<file path="src/rtl/bin2bcd_pkg.sv">
// Shared types and constants for the sequential binary-to-BCD converter.
package bin2bcd_pkg;

  typedef enum logic [1:0] {IDLE, OP, DONE} bin2bcd_state_t;

  localparam int unsigned BCD_W      = 4;
  localparam int unsigned ADJ_THRESH = 5;
  localparam int unsigned ADJ_ADD    = 3;

  // True when DIGITS decimal digits can hold every BIN_W-bit value.
  function automatic bit bcd_fits(input int unsigned bin_w, input int unsigned digits);
    longint unsigned p10;
    longint unsigned max_bin;
    p10 = 64'd1;
    for (int unsigned i = 0; i < digits; i++) p10 = p10 * 64'd10;
    max_bin = (64'd1 << bin_w) - 64'd1;
    return p10 > max_bin;
  endfunction

endpackage

</file>
<file path="src/rtl/bin2bcd_seq_bcd_digit_adj.sv">
// Double-dabble digit correction: adds 3 to a BCD digit of 5 or more before the shift.
module bcd_digit_adj
  import bin2bcd_pkg::*;
(
  input  logic [BCD_W-1:0] digit,
  output logic [BCD_W-1:0] adj_c
);

  always_comb begin
    adj_c = digit;
    if (digit >= BCD_W'(ADJ_THRESH)) adj_c = digit + BCD_W'(ADJ_ADD);
  end

endmodule

</file>
<file path="src/rtl/bin2bcd_seq.sv">
// Iterative shift-add-3 binary-to-BCD converter, one input bit per clock, start/done handshake.
// Optional leading-zero blank flags are built when BIN2BCD_BLANK_EN is defined.
module bin2bcd_seq
  import bin2bcd_pkg::*;
#(
  parameter int unsigned BIN_W  = 8,
  parameter int unsigned DIGITS = 3
) (
  input  logic                      i_clk,
  input  logic                      i_rst,
  input  logic                      i_start,
  input  logic [BIN_W-1:0]          i_bin,
  output logic                      o_ready,
  output logic                      o_done,
  output logic [BCD_W*DIGITS-1:0]   o_bcd,
  output logic [DIGITS-1:0]         o_blank
);

  localparam int unsigned BCD_TOT = BCD_W * DIGITS;
  localparam int unsigned CNT_W   = $clog2(BIN_W + 1);

  if (!bcd_fits(BIN_W, DIGITS)) begin : g_bad_params
    $error("bin2bcd_seq: 10^DIGITS must exceed 2^BIN_W-1");
  end

  bin2bcd_state_t       state;
  logic [BIN_W-1:0]     bin_q;
  logic [BCD_TOT-1:0]   bcd_q;
  logic [CNT_W-1:0]     cnt_q;
  logic [BCD_TOT-1:0]   bcd_adj_c;
  logic [BCD_TOT-1:0]   bcd_shift_c;
  logic                 last_c;

  for (genvar g = 0; g < DIGITS; g++) begin : g_adj
    bcd_digit_adj u_adj (
      .digit (bcd_q[g*BCD_W +: BCD_W]),
      .adj_c (bcd_adj_c[g*BCD_W +: BCD_W])
    );
  end

  // Next BCD value: adjusted digits shifted left, taking in the binary MSB.
  assign bcd_shift_c = {bcd_adj_c[BCD_TOT-2:0], bin_q[BIN_W-1]};
  assign last_c      = (cnt_q == CNT_W'(BIN_W - 1));

`ifdef BIN2BCD_BLANK_EN
  logic [DIGITS-1:0] blank_c;
  logic              zero_run;

  // A digit blanks only if it and every digit above it are zero; digit 0 always shows.
  always_comb begin
    blank_c  = '0;
    zero_run = 1'b1;
    for (int i = DIGITS - 1; i > 0; i--) begin
      zero_run   = zero_run && (bcd_shift_c[i*BCD_W +: BCD_W] == '0);
      blank_c[i] = zero_run;
    end
  end
`else
  assign o_blank = '0;
`endif

  always_ff @(posedge i_clk) begin
    if (i_rst) begin
      state   <= IDLE;
      o_ready <= 1'b1;
      o_done  <= 1'b0;
      o_bcd   <= '0;
      bin_q   <= '0;
      bcd_q   <= '0;
      cnt_q   <= '0;
`ifdef BIN2BCD_BLANK_EN
      o_blank <= '0;
`endif
    end else begin
      o_done <= 1'b0;
      case (state)
        IDLE: begin
          if (i_start) begin
            bin_q   <= i_bin;
            bcd_q   <= '0;
            cnt_q   <= '0;
            o_ready <= 1'b0;
            state   <= OP;
          end
        end
        OP: begin
          bin_q <= {bin_q[BIN_W-2:0], 1'b0};
          bcd_q <= bcd_shift_c;
          cnt_q <= cnt_q + CNT_W'(1);
          // Outputs only change here, so the display never sees partial results.
          if (last_c) begin
            state  <= DONE;
            o_done <= 1'b1;
            o_bcd  <= bcd_shift_c;
`ifdef BIN2BCD_BLANK_EN
            o_blank <= blank_c;
`endif
          end
        end
        DONE: begin
          state   <= IDLE;
          o_ready <= 1'b1;
        end
        default: begin
          state   <= IDLE;
          o_ready <= 1'b1;
        end
      endcase
    end
  end

endmodule

</file>
<file path="config.mk">
export PLATFORM = sky130hd
export DESIGN_NAME = bin2bcd_seq
export DESIGN_NICKNAME = d
export VERILOG_FILES = /design/src/rtl/bin2bcd_pkg.sv /design/src/rtl/bin2bcd_seq_bcd_digit_adj.sv /design/src/rtl/bin2bcd_seq.sv
export SDC_FILE = /design/constraint.sdc
export NUM_CORES = 1
export LEC_CHECK = 0
export CAP_MARGIN = 10
export CORE_MARGIN = 5
export CORE_UTILIZATION = 50
export DETAILED_ROUTE_END_ITERATION = 7
export PLACE_DENSITY = 0.75
export SLEW_MARGIN = 25
export SYNTH_ARGS = -nofsm -noshare
export SYNTH_HDL_FRONTEND = slang
export SYNTH_SLANG_ARGS = --single-unit
export TNS_END_PERCENT = 30
</file>
<file path="constraint.sdc">
create_clock -name i_clk -period 1.9 [get_ports i_clk]
set_input_delay 0.285 -clock i_clk [delete_from_list [all_inputs] [get_ports i_clk]]
set_output_delay 0.285 -clock i_clk [all_outputs]
set_load 0.01 [all_outputs]
</file>
; Yosys cells after proc, flatten, opt, wreduce, memory -nomap -nowiden
; Cells that the tools add are included.
[op_classes]
reduce_logical = 7
n_mux = 15
bitwise = 1
n_eq_ne = 4
n_addsub = 4
order_cmp = 3
[ops]
columns = operator, count
row1 = one-hot mux 12 bit (2 select lines), 1
row2 = one-hot mux 8 bit (2 select lines), 1
row3 = >= comparator 4 x 3 -> 1 bit (second input constant), 3
row4 = 2-to-1 mux 12 bit, 1
row5 = 2-to-1 mux 4 bit, 3
row6 = adder 4 x 2 -> 4 bit (second input constant), 2
row7 = 2-to-1 mux 8 bit, 1
row8 = one-hot mux 4 bit (2 select lines), 1
row9 = AND reduction 2 bit, 4
row10 = adder 4 x 1 -> 4 bit (second input constant), 1
row11 = == test 4 x 3 -> 1 bit (second input constant), 1
row12 = 2-to-1 mux 2 bit, 2
row13 = != test 2 bit (second input constant), 2
row14 = one-hot mux 2 bit (2 select lines), 1
row15 = adder 3 x 2 -> 3 bit (second input constant), 1
row16 = 2-to-1 mux 3 bit, 1
row17 = == test 2 x 1 -> 1 bit (second input constant), 1
row18 = logical NOT 2 bit, 1
row19 = 2-to-1 mux 1 bit, 2
row20 = one-hot mux 1 bit (2 select lines), 1
row21 = nonzero test 2 bit, 1
row22 = OR reduction 2 bit, 1
row23 = NOT 1 bit, 1
[word_totals]
word_cells = 41
in_bits = 11
register_bits = 40
output_inout_bits = 17

; Logic depth before layout (Yosys ltp)
[depth]
ltp_word = 3
ltp_mapped = 6
depth_no_buf = 6

; Modules after synthesis
; From an unflattened synthesis, not the netlist that was laid out.
[hier_totals]
hier_cells = 193
hier_area_um2 = 1801.7
[modules_own_cells]
columns = module, instances, cells_per_inst, area_per_inst_um2
row1 = bin2bcd_seq, 1, 145, 1497.7
row2 = bcd_digit_adj, 3, 16, 101.3

; Worst setup path before layout
; OpenSTA, ideal clock, no wires.
[synth_timing]
kind = register to register
from = register bcd_q[0]
to = register o_bcd[2]
n_path_buf = 0
required_time_ps = 1827
setup_slack_ps = 430
setup_time_ps = 73
path_stages_with_launch = 7
t_arrival_ps = 1397
synth_period_minus_slack_ps = 1470
path_cell_list = dfxtp_1 inv_1 ha_1 nand2b_1 a21oi_1 mux2_2 o22ai_2
[synth_between]
elab_chain_cells = 2
word_cells_on_any_way = 3
[synth_rtl]
columns = item, line_no
row1 = from (decl), bin2bcd_seq.sv:28  ; logic [BCD_TOT-1:0] bcd_q;
row2 = from (signal assigned), bin2bcd_seq.sv:88  ; bcd_q <= bcd_shift_c;
row3 = adder 4 x 2 -> 4 bit or >= comparator 4 x 3 -> 1 bit (tied branches), bin2bcd_seq_bcd_digit_adj.sv:11  ; if (digit >= BCD_W'(ADJ_THRESH)) adj_c = digit + BCD_W'(ADJ_ADD);
row4 = 2-to-1 mux 4 bit *, bin2bcd_seq_bcd_digit_adj.sv:11
row5 = to (signal assigned), bin2bcd_seq.sv:94  ; o_bcd <= bcd_shift_c;
row6 = to (decl), bin2bcd_seq.sv:15  ; output logic [BCD_W*DIGITS-1:0] o_bcd,
; Mark *: on every way between the ends. The rest lies on a longest branch, timed or not.
; A chain may end at the register's enable or synchronous reset.

; Worst setup path after layout
[layout_timing]
from = register bcd_q[4]
to = register bcd_q[6]
[layout_between]
elab_chain_cells = 3
word_cells_on_any_way = 4
[layout_rtl]
columns = item, line_no
row1 = adder 4 x 2 -> 4 bit or >= comparator 4 x 3 -> 1 bit (tied branches), bin2bcd_seq_bcd_digit_adj.sv:11
row2 = 2-to-1 mux 4 bit *, bin2bcd_seq_bcd_digit_adj.sv:11
row3 = one-hot mux 12 bit (2 select lines) *, bin2bcd_seq.sv:76  ; case (state)
; Marked as above.

==> flow_metrics.env <==
export IMPL_outcome="completed"
export IMPL_async_reset_ff_frac=0
export IMPL_dieArea_um2=5070
export IMPL_synth_area_per_cell_um2=9.09
export IMPL_io_pin_count=28
export IMPL_grt_first_pass_wirelength_mm=6.73
export IMPL_grt_setup_unrepaired="false"
export IMPL_first_iter_violations=68
export IMPL_grt_pass1_vias=1482
export IMPL_cp_arrival_ps=1900
export IMPL_leakagePower_nw=0.839
export IMPL_coreArea_um2=3630
export IMPL_post_drt_via_cell_ratio=5.42
export IMPL_synth_cell_type_count=36
export IMPL_power_density_nw_per_um2=724
export IMPL_clk_pin_slew_ps=80
export IMPL_hold_path_depth=1
export IMPL_yosys_register_bits=40
export IMPL_fin_nets=250
export IMPL_ys_top_cells_by_area="dfxtp_1, nor2_1, ha_1"
export IMPL_synth_top_area_frac=0.428
export IMPL_cts_buffer_depth=2
export IMPL_fmax_ghz=0.593
export IMPL_setup_violations=0
export IMPL_ctsResizeCount=0
export IMPL_initial_core_util=0.515
export IMPL_peakVddDrop_uv=432
export IMPL_numPortBuffers=24
export IMPL_antenna_cells=0
export IMPL_ant_nets=0
export IMPL_required_ps=2110
export IMPL_routedWlPerCell_um=13.8
export IMPL_syn_instance_count=206
export IMPL_drc=0
export IMPL_drt_total_wl_mm=3.87
export IMPL_rows=22
export IMPL_clock_latency_ps=300
export IMPL_gp_congestion=0.841
export IMPL_path_class="reg2reg"
export IMPL_ys_flop_type="dfxtp_1"
export IMPL_finalInstanceArea_um2=2260
export IMPL_fin_tns_setup_ps=0
export IMPL_cts_tree="done"
export IMPL_dpl_hpwl_mm=2.70
export IMPL_grt_max_degree=40
export IMPL_cts_hold_buf=0
export IMPL_postCtsSetupBuffers=0
export IMPL_finalHoldViolations=0
export IMPL_crit_path_max_fanout=5
export IMPL_fin_worst_skew_ps=6.57
export IMPL_drive_gt1_frac=0.125
export IMPL_crit_path_start="bcd_q[4]"
export IMPL_vias=1517
export IMPL_final_max_slew_viol_count=0
export IMPL_period_needed_ps=1690
export IMPL_hold_start="o_ready"
export IMPL_fillerInstances=341
export IMPL_reg2reg_from="bcd_q[4]"
export IMPL_netlist_area_um2=1870
export IMPL_grt_overflow_total=0
export IMPL_grt_usage=0.167
export IMPL_areaGrowthSynthToFinish_pct=20.5
export IMPL_r2r_cells=6
export IMPL_yosys_warnings=0
export IMPL_synth_edff_count=0
export IMPL_ctsHtreeMaxLevel=2
export IMPL_post_route_util=0.621
export IMPL_hp_class="reg2reg"
export IMPL_dr_pass1_iters=4
export IMPL_clock_sinks=40
export IMPL_root_buffer="clkbuf_8"
export IMPL_endpoint_kind="flip-flop"
export IMPL_maxCapViolCount=0
export IMPL_synth_largest_area_cell="dfxtp_1"
export IMPL_start_kind="flip-flop"
export IMPL_cts_buffers=5
export IMPL_antenna_found_initial=0
export IMPL_fin_crit_sh=0.888
export IMPL_die_w_um=71.2
export IMPL_post_dp_cell_area_um2=2160
export IMPL_die_h_um=71.2
export IMPL_ys_seq_area_frac=0.428
-- stage by stage --
stage                     instances  setup WS [ps]  power (W)  hold slack, ps
after floorplan                 208            430   0.000994             448
after global placement          273            236    0.00104             453
after detailed placement        273            229    0.00104             451
after CTS                       280            206    0.00164             468
after global routing            280           80.8    0.00170             478
final                           280            213    0.00163             462
-- critical path, stage by stage, from the launching register on --
cell      delay, ps
dfxtp_1         330
inv_1           110
ha_1            280
nand2b_1         90
a21oi_1         230
mux2_2          390
o21ai_0         170
-- power breakdown --
group	total, W	switching, W	leakage, nW	internal [W]
logic	0.000151	0.0000769	0.464	0.0000743
clock network	0.000607	0.000284	0.0503	0.000323
registers	0.000874	0.0000146	0.325	0.000860
total	0.00163	0.000375	0.839	0.00126
-- kinds of logic after synthesis --
group / share of synthesized area
buffers and inverters: 0.0635
xor gates and xnor gates: 0.0140
AOI/OAI and AO/OA: 0.194
and+or+nand+nor: 0.229
DFF: 0.428
other: 0.00200
adders and majority gates: 0.0468
muxes: 0.0234
-- placed cells by master (no fill, tap or decap), drive strengths merged, types with 2 or more instances in the layout --
master	instances
or2	2
mux2	3
o21ai	9
conb	3
nand2b	11
buf	7
a211oi	6
ha	7
nor3	10
nand3b	4
o22ai	8
dfxtp	40
nand3	4
a21oi	13
nor3b	6
nor2	35
inv	9
o32ai	5
xnor2	3
nor2b	2
clkbuf	7
nand2	2
a2bb2oi	5
a22oi	2
clkdlybuf4s50	24
-- registers in the layout (all words and copies together), names as in the netlist --
register,flops
bcd_q,12
bin_q,8
cnt_q,4
o_bcd,12
o_done,1
o_ready,1
state,2
-- area by class of cell --
class / count / area (um^2) / share of cell area
Clock buffer: 7 / 96.3 / 0.0427
Inverter: 9 / 33.8 / 0.0150
Multi-Input combinational cell: 145 / 960 / 0.425
Sequential cell: 40 / 801 / 0.355
Tap cell: 48 / 60.1 / 0.0266
Timing Repair Buffer: 31 / 305 / 0.135
-- path summary, 6_finish.rpt --
kind,end,slack [ps]
setup / recovery,bcd_q[6],210
setup reg to reg,bcd_q[6],210
hold / removal,o_ready,460
hold reg to reg,o_ready,460
-- routing by layer --
layer / GRT usage / up-vias / wire length [um]
li1: - / 772 / -
met1: 0.206 / 723 / 1850
met2: 0.266 / 15 / 1820
met3: 0.0369 / 7 / 108
met4: 0.0960 / 0 / 85
met5: 0 / - / 0
-- cell usage after synthesis, drive strengths merged, types with 2 or more instances --
library cell and number:
o22ai 8, a22oi 2, ha 7, a21oi 13, nand2 2, a211oi 6, nor3b 6, a2bb2oi 5
or2 2, nand3b 4, o32ai 5, inv 9, xnor2 3, dfxtp 40, nand2b 11, nor3 10
nor2b 2, nor2 35, mux2 3, o21ai 9, nand3 4, buf 8, clkbuf 6
Power figures use the tool's default switching activity.
